[src/rtl/bus_arbiter_rr_if.sv]
// bus_arbiter_rr_if: request/grant/acknowledge bundle between the arbiter and the bus masters.
// Ports (signals):
//   br         [N-1:0]  bus requests, one level per master
//   bg         [N-1:0]  registered one-hot grants (or zero)
//   cntrlr_ack [N-1:0]  per-controller acknowledges
//   bus_ack             OR of all controller acknowledges
//   busy                arbiter holds a granted tenure
//   owner      [W-1:0]  index of the granted master, 0 when nothing is granted
//   preempt             high during the turnaround cycle after a hold timeout
// Modports: master = arbiter side, slave = requester/controller side.
interface bus_arbiter_rr_if #(
    parameter int N = 6
) ();
    localparam int W = $clog2(N);
    logic [N-1:0] br;
    logic [N-1:0] bg;
    logic [N-1:0] cntrlr_ack;
    logic         bus_ack;
    logic         busy;
    logic [W-1:0] owner;
    logic         preempt;
    modport master (input br, cntrlr_ack, output bg, bus_ack, busy, owner, preempt);
    modport slave (output br, cntrlr_ack, input bg, bus_ack, busy, owner, preempt);
endinterface

[src/rtl/bus_arbiter_rr.sv]
// bus_arbiter_rr: N-way bus arbiter, fixed priority or round-robin, with optional hold timeout.
// Ports:
//   clk    bus clock, all state on the rising edge
//   rst_n  asynchronous reset, active-low
//   bus    bus_arbiter_rr_if.master (br, cntrlr_ack in; bg, bus_ack, busy, owner, preempt out)
// Parameters: N requesters, RR_MODE (0 fixed/highest index, 1 round-robin),
//   MAX_HOLD (busy cycles before pre-emption, 0 = unlimited), CNT_W tenure counter width.
module bus_arbiter_rr #(
    parameter int N        = 6,
    parameter int RR_MODE  = 0,
    parameter int MAX_HOLD = 0,
    parameter int CNT_W    = 8
) (
    input logic            clk,
    input logic            rst_n,
    bus_arbiter_rr_if.master bus
);
    localparam int W = $clog2(N);

    typedef enum logic [2:0] {IDLE = 3'b001, BUSY = 3'b010, TURN = 3'b100} state_t;

    state_t           state, state_n;
    logic [N-1:0]     bg_q, bg_n;
    logic [W-1:0]     ptr, ptr_n;
    logic [CNT_W-1:0] cnt, cnt_n;
    logic [N-1:0]     ptr_oh, others;
    logic [W-1:0]     win_all, win_oth;
    logic             own_req, timeout;

    // Scans in ascending priority so the last hit wins: index 0..N-1 for fixed
    // priority, ptr+N down to ptr+1 (mod N) for round-robin so ptr+1 wins.
    function automatic logic [W-1:0] pick(input logic [N-1:0] r, input logic [W-1:0] p);
        logic [W-1:0] w;
        int j;
        w = '0;
        for (int k = N; k >= 1; k--) begin
            j = (RR_MODE != 0) ? (int'(p) + k) % N : N - k;
            if (r[j[W-1:0]]) w = j[W-1:0];
        end
        return w;
    endfunction

    // ptr is the last granted master, so it is also the current owner in BUSY
    // and the pre-empted master in TURN.
    assign ptr_oh  = N'(1) << ptr;
    assign others  = bus.br & ~ptr_oh;
    assign own_req = |(bus.br & ptr_oh);
    assign win_all = pick(bus.br, ptr);
    assign win_oth = pick(others, ptr);
    assign timeout = (MAX_HOLD > 0) && (cnt == CNT_W'(MAX_HOLD - 1));

    always_comb begin
        state_n = state;
        bg_n    = bg_q;
        ptr_n   = ptr;
        cnt_n   = cnt;
        case (state)
            IDLE: if (|bus.br) begin
                state_n = BUSY;
                bg_n    = N'(1) << win_all;
                ptr_n   = win_all;
                cnt_n   = '0;
            end
            BUSY: if (!own_req && |others) begin
                bg_n    = N'(1) << win_oth;
                ptr_n   = win_oth;
                cnt_n   = '0;
            end else if (!own_req) begin
                state_n = IDLE;
                bg_n    = '0;
            end else if (timeout && |others) begin
                state_n = TURN;
                bg_n    = '0;
            end else begin
                cnt_n   = &cnt ? cnt : cnt + CNT_W'(1);
            end
            TURN: if (|others) begin
                state_n = BUSY;
                bg_n    = N'(1) << win_oth;
                ptr_n   = win_oth;
                cnt_n   = '0;
            end else if (own_req) begin
                state_n = BUSY;
                bg_n    = ptr_oh;
                cnt_n   = '0;
            end else begin
                state_n = IDLE;
            end
            default: begin
                state_n = IDLE;
                bg_n    = '0;
            end
        endcase
    end

    always_ff @(posedge clk or negedge rst_n) begin
        if (!rst_n) begin
            state <= IDLE;
            bg_q  <= '0;
            ptr   <= W'(N - 1);
            cnt   <= '0;
        end else begin
            state <= state_n;
            bg_q  <= bg_n;
            ptr   <= ptr_n;
            cnt   <= cnt_n;
        end
    end

    assign bus.bg      = bg_q;
    assign bus.owner   = |bg_q ? ptr : '0;
    assign bus.busy    = state == BUSY;
    assign bus.preempt = state == TURN;
    assign bus.bus_ack = |bus.cntrlr_ack;
endmodule

[src/flat_wrapper.sv]
// flat-port wrapper written by rule: the top's interface ports become plain ports
module bus_arbiter_rr_flat 
#(
    parameter int N        = 6,
    parameter int RR_MODE  = 0,
    parameter int MAX_HOLD = 0,
    parameter int CNT_W    = 8
)
  (clk, rst_n, bus_br, bus_cntrlr_ack, bus_bg, bus_bus_ack, bus_busy, bus_owner, bus_preempt);
  bus_arbiter_rr_if #(.N(N)) bus_i ();
  input logic clk;
  input logic rst_n;
  input wire logic [$bits(bus_i.br)-1:0] bus_br;
  input wire logic [$bits(bus_i.cntrlr_ack)-1:0] bus_cntrlr_ack;
  output wire logic [$bits(bus_i.bg)-1:0] bus_bg;
  output wire logic [$bits(bus_i.bus_ack)-1:0] bus_bus_ack;
  output wire logic [$bits(bus_i.busy)-1:0] bus_busy;
  output wire logic [$bits(bus_i.owner)-1:0] bus_owner;
  output wire logic [$bits(bus_i.preempt)-1:0] bus_preempt;
  assign bus_i.br = bus_br;
  assign bus_i.cntrlr_ack = bus_cntrlr_ack;
  assign bus_bg = bus_i.bg;
  assign bus_bus_ack = bus_i.bus_ack;
  assign bus_busy = bus_i.busy;
  assign bus_owner = bus_i.owner;
  assign bus_preempt = bus_i.preempt;
  bus_arbiter_rr #(.N(N), .RR_MODE(RR_MODE), .MAX_HOLD(MAX_HOLD), .CNT_W(CNT_W)) u_core (.clk(clk), .rst_n(rst_n), .bus(bus_i));
endmodule
[config.mk]
export PLATFORM = sky130hd
export DESIGN_NAME = bus_arbiter_rr_flat
export DESIGN_NICKNAME = d
export VERILOG_FILES = /design/src/rtl/bus_arbiter_rr_if.sv /design/src/rtl/bus_arbiter_rr.sv /design/src/flat_wrapper.sv
export SDC_FILE = /design/constraint.sdc
export NUM_CORES = 1
export LEC_CHECK = 0
export ABC_AREA = 1
export CORE_MARGIN = 2
export CORE_UTILIZATION = 40
export DETAILED_ROUTE_END_ITERATION = 10
export PLACE_DENSITY = 0.69
export SETUP_SLACK_MARGIN = 0.1
export SLEW_MARGIN = 20
export SYNTH_ARGS = -nofsm -noshare
export SYNTH_HDL_FRONTEND = slang
export SYNTH_SLANG_ARGS = --single-unit
[constraint.sdc]
create_clock -name clk -period 5.4 [get_ports clk]
set_clock_uncertainty 0.2 [all_clocks]
set_input_delay 1.08 -clock clk [delete_from_list [all_inputs] [get_ports clk]]
set_output_delay 1.08 -clock clk [all_outputs]
set_load 0.01 [all_outputs]
==> flow_summary.ini <==
[yosys]
top_ff_cell_synth = dfrtp_1
synth_largest_type_area_fraction = 0.229
ys_seq_elements = 11
mappedNetlistNets = 167
avgSynthCellArea_um2 = 6.09
syn_inst = 151
mappedNetlistArea_um2 = 920
synth-async-reset-ratio = 1.00
ys_warn_count = 0
post_synth_edffs = 0
netlist-cell-type-count = 23
synth-seq-area-share = 0.303
cell_types_occupying_the_most_area_after_synthesis = nand2_1 23%, dfrtp_1 22%, inv_1 9.0%, dfstp_2 8.6%, nand3_1 6.5%
synth_top_cell_by_area = nand2_1
most_numerous_cell_in_the_yosys_netlist = nand2_1
synth_commonest_cells = 56 x nand2_1, 22 x inv_1, 12 x nand3_1, 10 x nor2_1, 9 x o21ai_0

[finish]
antenna_cells_inserted = 0
num-fill-cells = 216
final_cell_area_um2 = 1210
areaGrowthSynthToFinish_pct = 31.4
drive_above_1_share = 0.113
final_net_count = 194

[placement]
detailedPlacementHpwl_um = 1790
port-buffer-count = 24
pre_cts_slack_ns = 1.76
detailed_place.area_um2 = 1180
placer_s_final_routability_congestion_estimate = 0.828

[drt]
vias = 1001
vias_per_cell = 4.88
drt_first_iter_violations = 32
drt_first_pass_iters = 5
antenna_violating_nets_post_route = 0
drt_drc_violations_left = 0
detail_route.wl_per_cell_um = 10.2
totalWireLength_um = 2090

[worst_setup_path]
crit_path_frequent_cell = clkdlybuf4s50_1
critical_path.cell_chain = clkdlybuf4s50_1 > nor4_1 > nand2_1 > clkdlybuf4s50_1
worst_ep_arrival_time_ns = 2.33
critical_path.slowest_cell = clkdlybuf4s50_1
worst_setup_path_start_kind = input port
timing_worst_setup_path_type = in2out
worstSetupEndpointType = primary output
crit_path_max_incr_delay_ns = 0.49
critPathMaxFanout = 1
cp.required_ns = 4.12

[clocking]
clkTransAtPathRegs_ns = 0.07
cts.root.buffer_cell = clkbuf_4
cts_tree = yes
numCtsBuffers = 3
cts_repair_resize_count = 0
cts.sinks = 11
worst_skew_pair.late_latency_ns = 0.27
clock_tree.buffer_depth = 2
ctsHtreeMaxLevel = 1
cts_hold_repair.buffers = 0
cts_setup_buffers = 0

[timing]
finalSetupViolCount = 0
hold-worst-slack_ns = 0.288
totalNegativeSetupSlack_ns = 0
slew-limit-headroom = 0.666
finalWorstSetupSlack_ns = 1.79
fin_crit_ns = 3.61
slew_viol_final = 0
timing.final.crit_share = 0.669
rsz0062_at_grt = no
worst_pin_slew_ns = 0.499
hold_viol_final = 0
max_clock_freq_mhz = 277

[die]
initial_core_util = 0.420
die_height_um = 52.0
core_area_um2 = 2190
die_w_um = 52.0
pin_count = 26
die-area_um2 = 2700
floorplan.rows = 17

[pwr]
power.leakage_nw = 0.630
pwr_density_cell_nw_per_um2 = 446
peakVddDrop_uv = 246
total_power_mw = 0.539

[global_route]
first_pass_grt_wire_length_um = 3550
initial_antenna_violation_count = 0
grt_use_total = 0.175
pin_count_of_the_biggest_net_entering_global_routing = 12
grt_overflow = 0
first_global_vias = 864

[run]
maxCapViolations = 0

[outcome]
run_status = finished, final reports clean

[min_path]
hp-class = reg2reg
cells by family after synthesis:
group,synth area share
other,0.00408
DFF,0.303
and+or+nand+nor,0.441
buffers and inverters,0.116
adders and majority gates,0.0272
AOI/OAI and AO/OA,0.109
layer usage:
layer,GRT usage,up-vias,wire [um]
met3,0.0172,5,88
met5,0,-,0
met4,0.0921,0,41
met1,0.221,444,931
li1,-,523,-
met2,0.293,29,1030
worst paths after layout:
path	from	endpoint	slack, ns	depth (start not counted)
min in group asynchronous	rst_n	u_core.bus.bg[5]$_DFFE_PN0P_	0.94	1
min	u_core.state[0]$_DFFE_PN1P_	u_core.state[0]$_DFFE_PN1P_	0.29	2
max	bus_cntrlr_ack[3]	bus_bus_ack	1.79	4
min reg2reg	u_core.state[0]$_DFFE_PN1P_	u_core.state[0]$_DFFE_PN1P_	0.29	2
max reg2reg	u_core.ptr[2]$_DFFE_PN1P_	u_core.bus.bg[1]$_DFFE_PN0P_	3.51	10
max in group asynchronous	rst_n	u_core.ptr[0]$_DFFE_PN1P_	3.70	1
layout by cell type, fill, tap and decap left out, drive strengths merged, types with 3 or more instances in the layout:
master / n
dfstp: 3
clkbuf: 4
dfrtp: 8
inv: 25
o21ai: 14
nand3: 12
nand2: 59
nor2: 16
clkdlybuf4s50: 24
registers in the layout, indices dropped and copies added (netlist names):
name,cells
u_core.bus.bg,6
u_core.ptr,3
u_core.state,2
worst max-delay path, delay by kind of cell:
family | cells | cell delay [ns]
buffers and inverters | 2 | 0.89
and+or+nand+nor | 2 | 0.36
layout make-up:
cell class                      instances  area (um^2)  area share
Clock buffer                            4         26.3      0.0217
Inverter                               25         93.8      0.0776
Multi-Input combinational cell        113          534       0.442
Sequential cell                        11          279       0.231
Tap cell                               28         35.0      0.0290
Timing Repair Buffer                   24          240       0.199
where the power goes:
| part | switching, mW | internal (mW) | leakage [nW] |
|---|---|---|---|
| registers | 0.0311 | 0.120 | 0.140 |
| clock network | 0.0273 | 0.0286 | 0.0150 |
| logic | 0.200 | 0.132 | 0.475 |
| total | 0.258 | 0.281 | 0.630 |
per-stage QoR:
step / utilization / cells
3_5_place_dp: 0.540 / 201
4_1_cts: 0.552 / 205
6_report: 0.552 / 205
5_1_grt: 0.552 / 205
2_1_floorplan: - / 151
3_3_place_gp: 0.540 / 201
No activity file was read; power rests on OpenSTA's default activity.
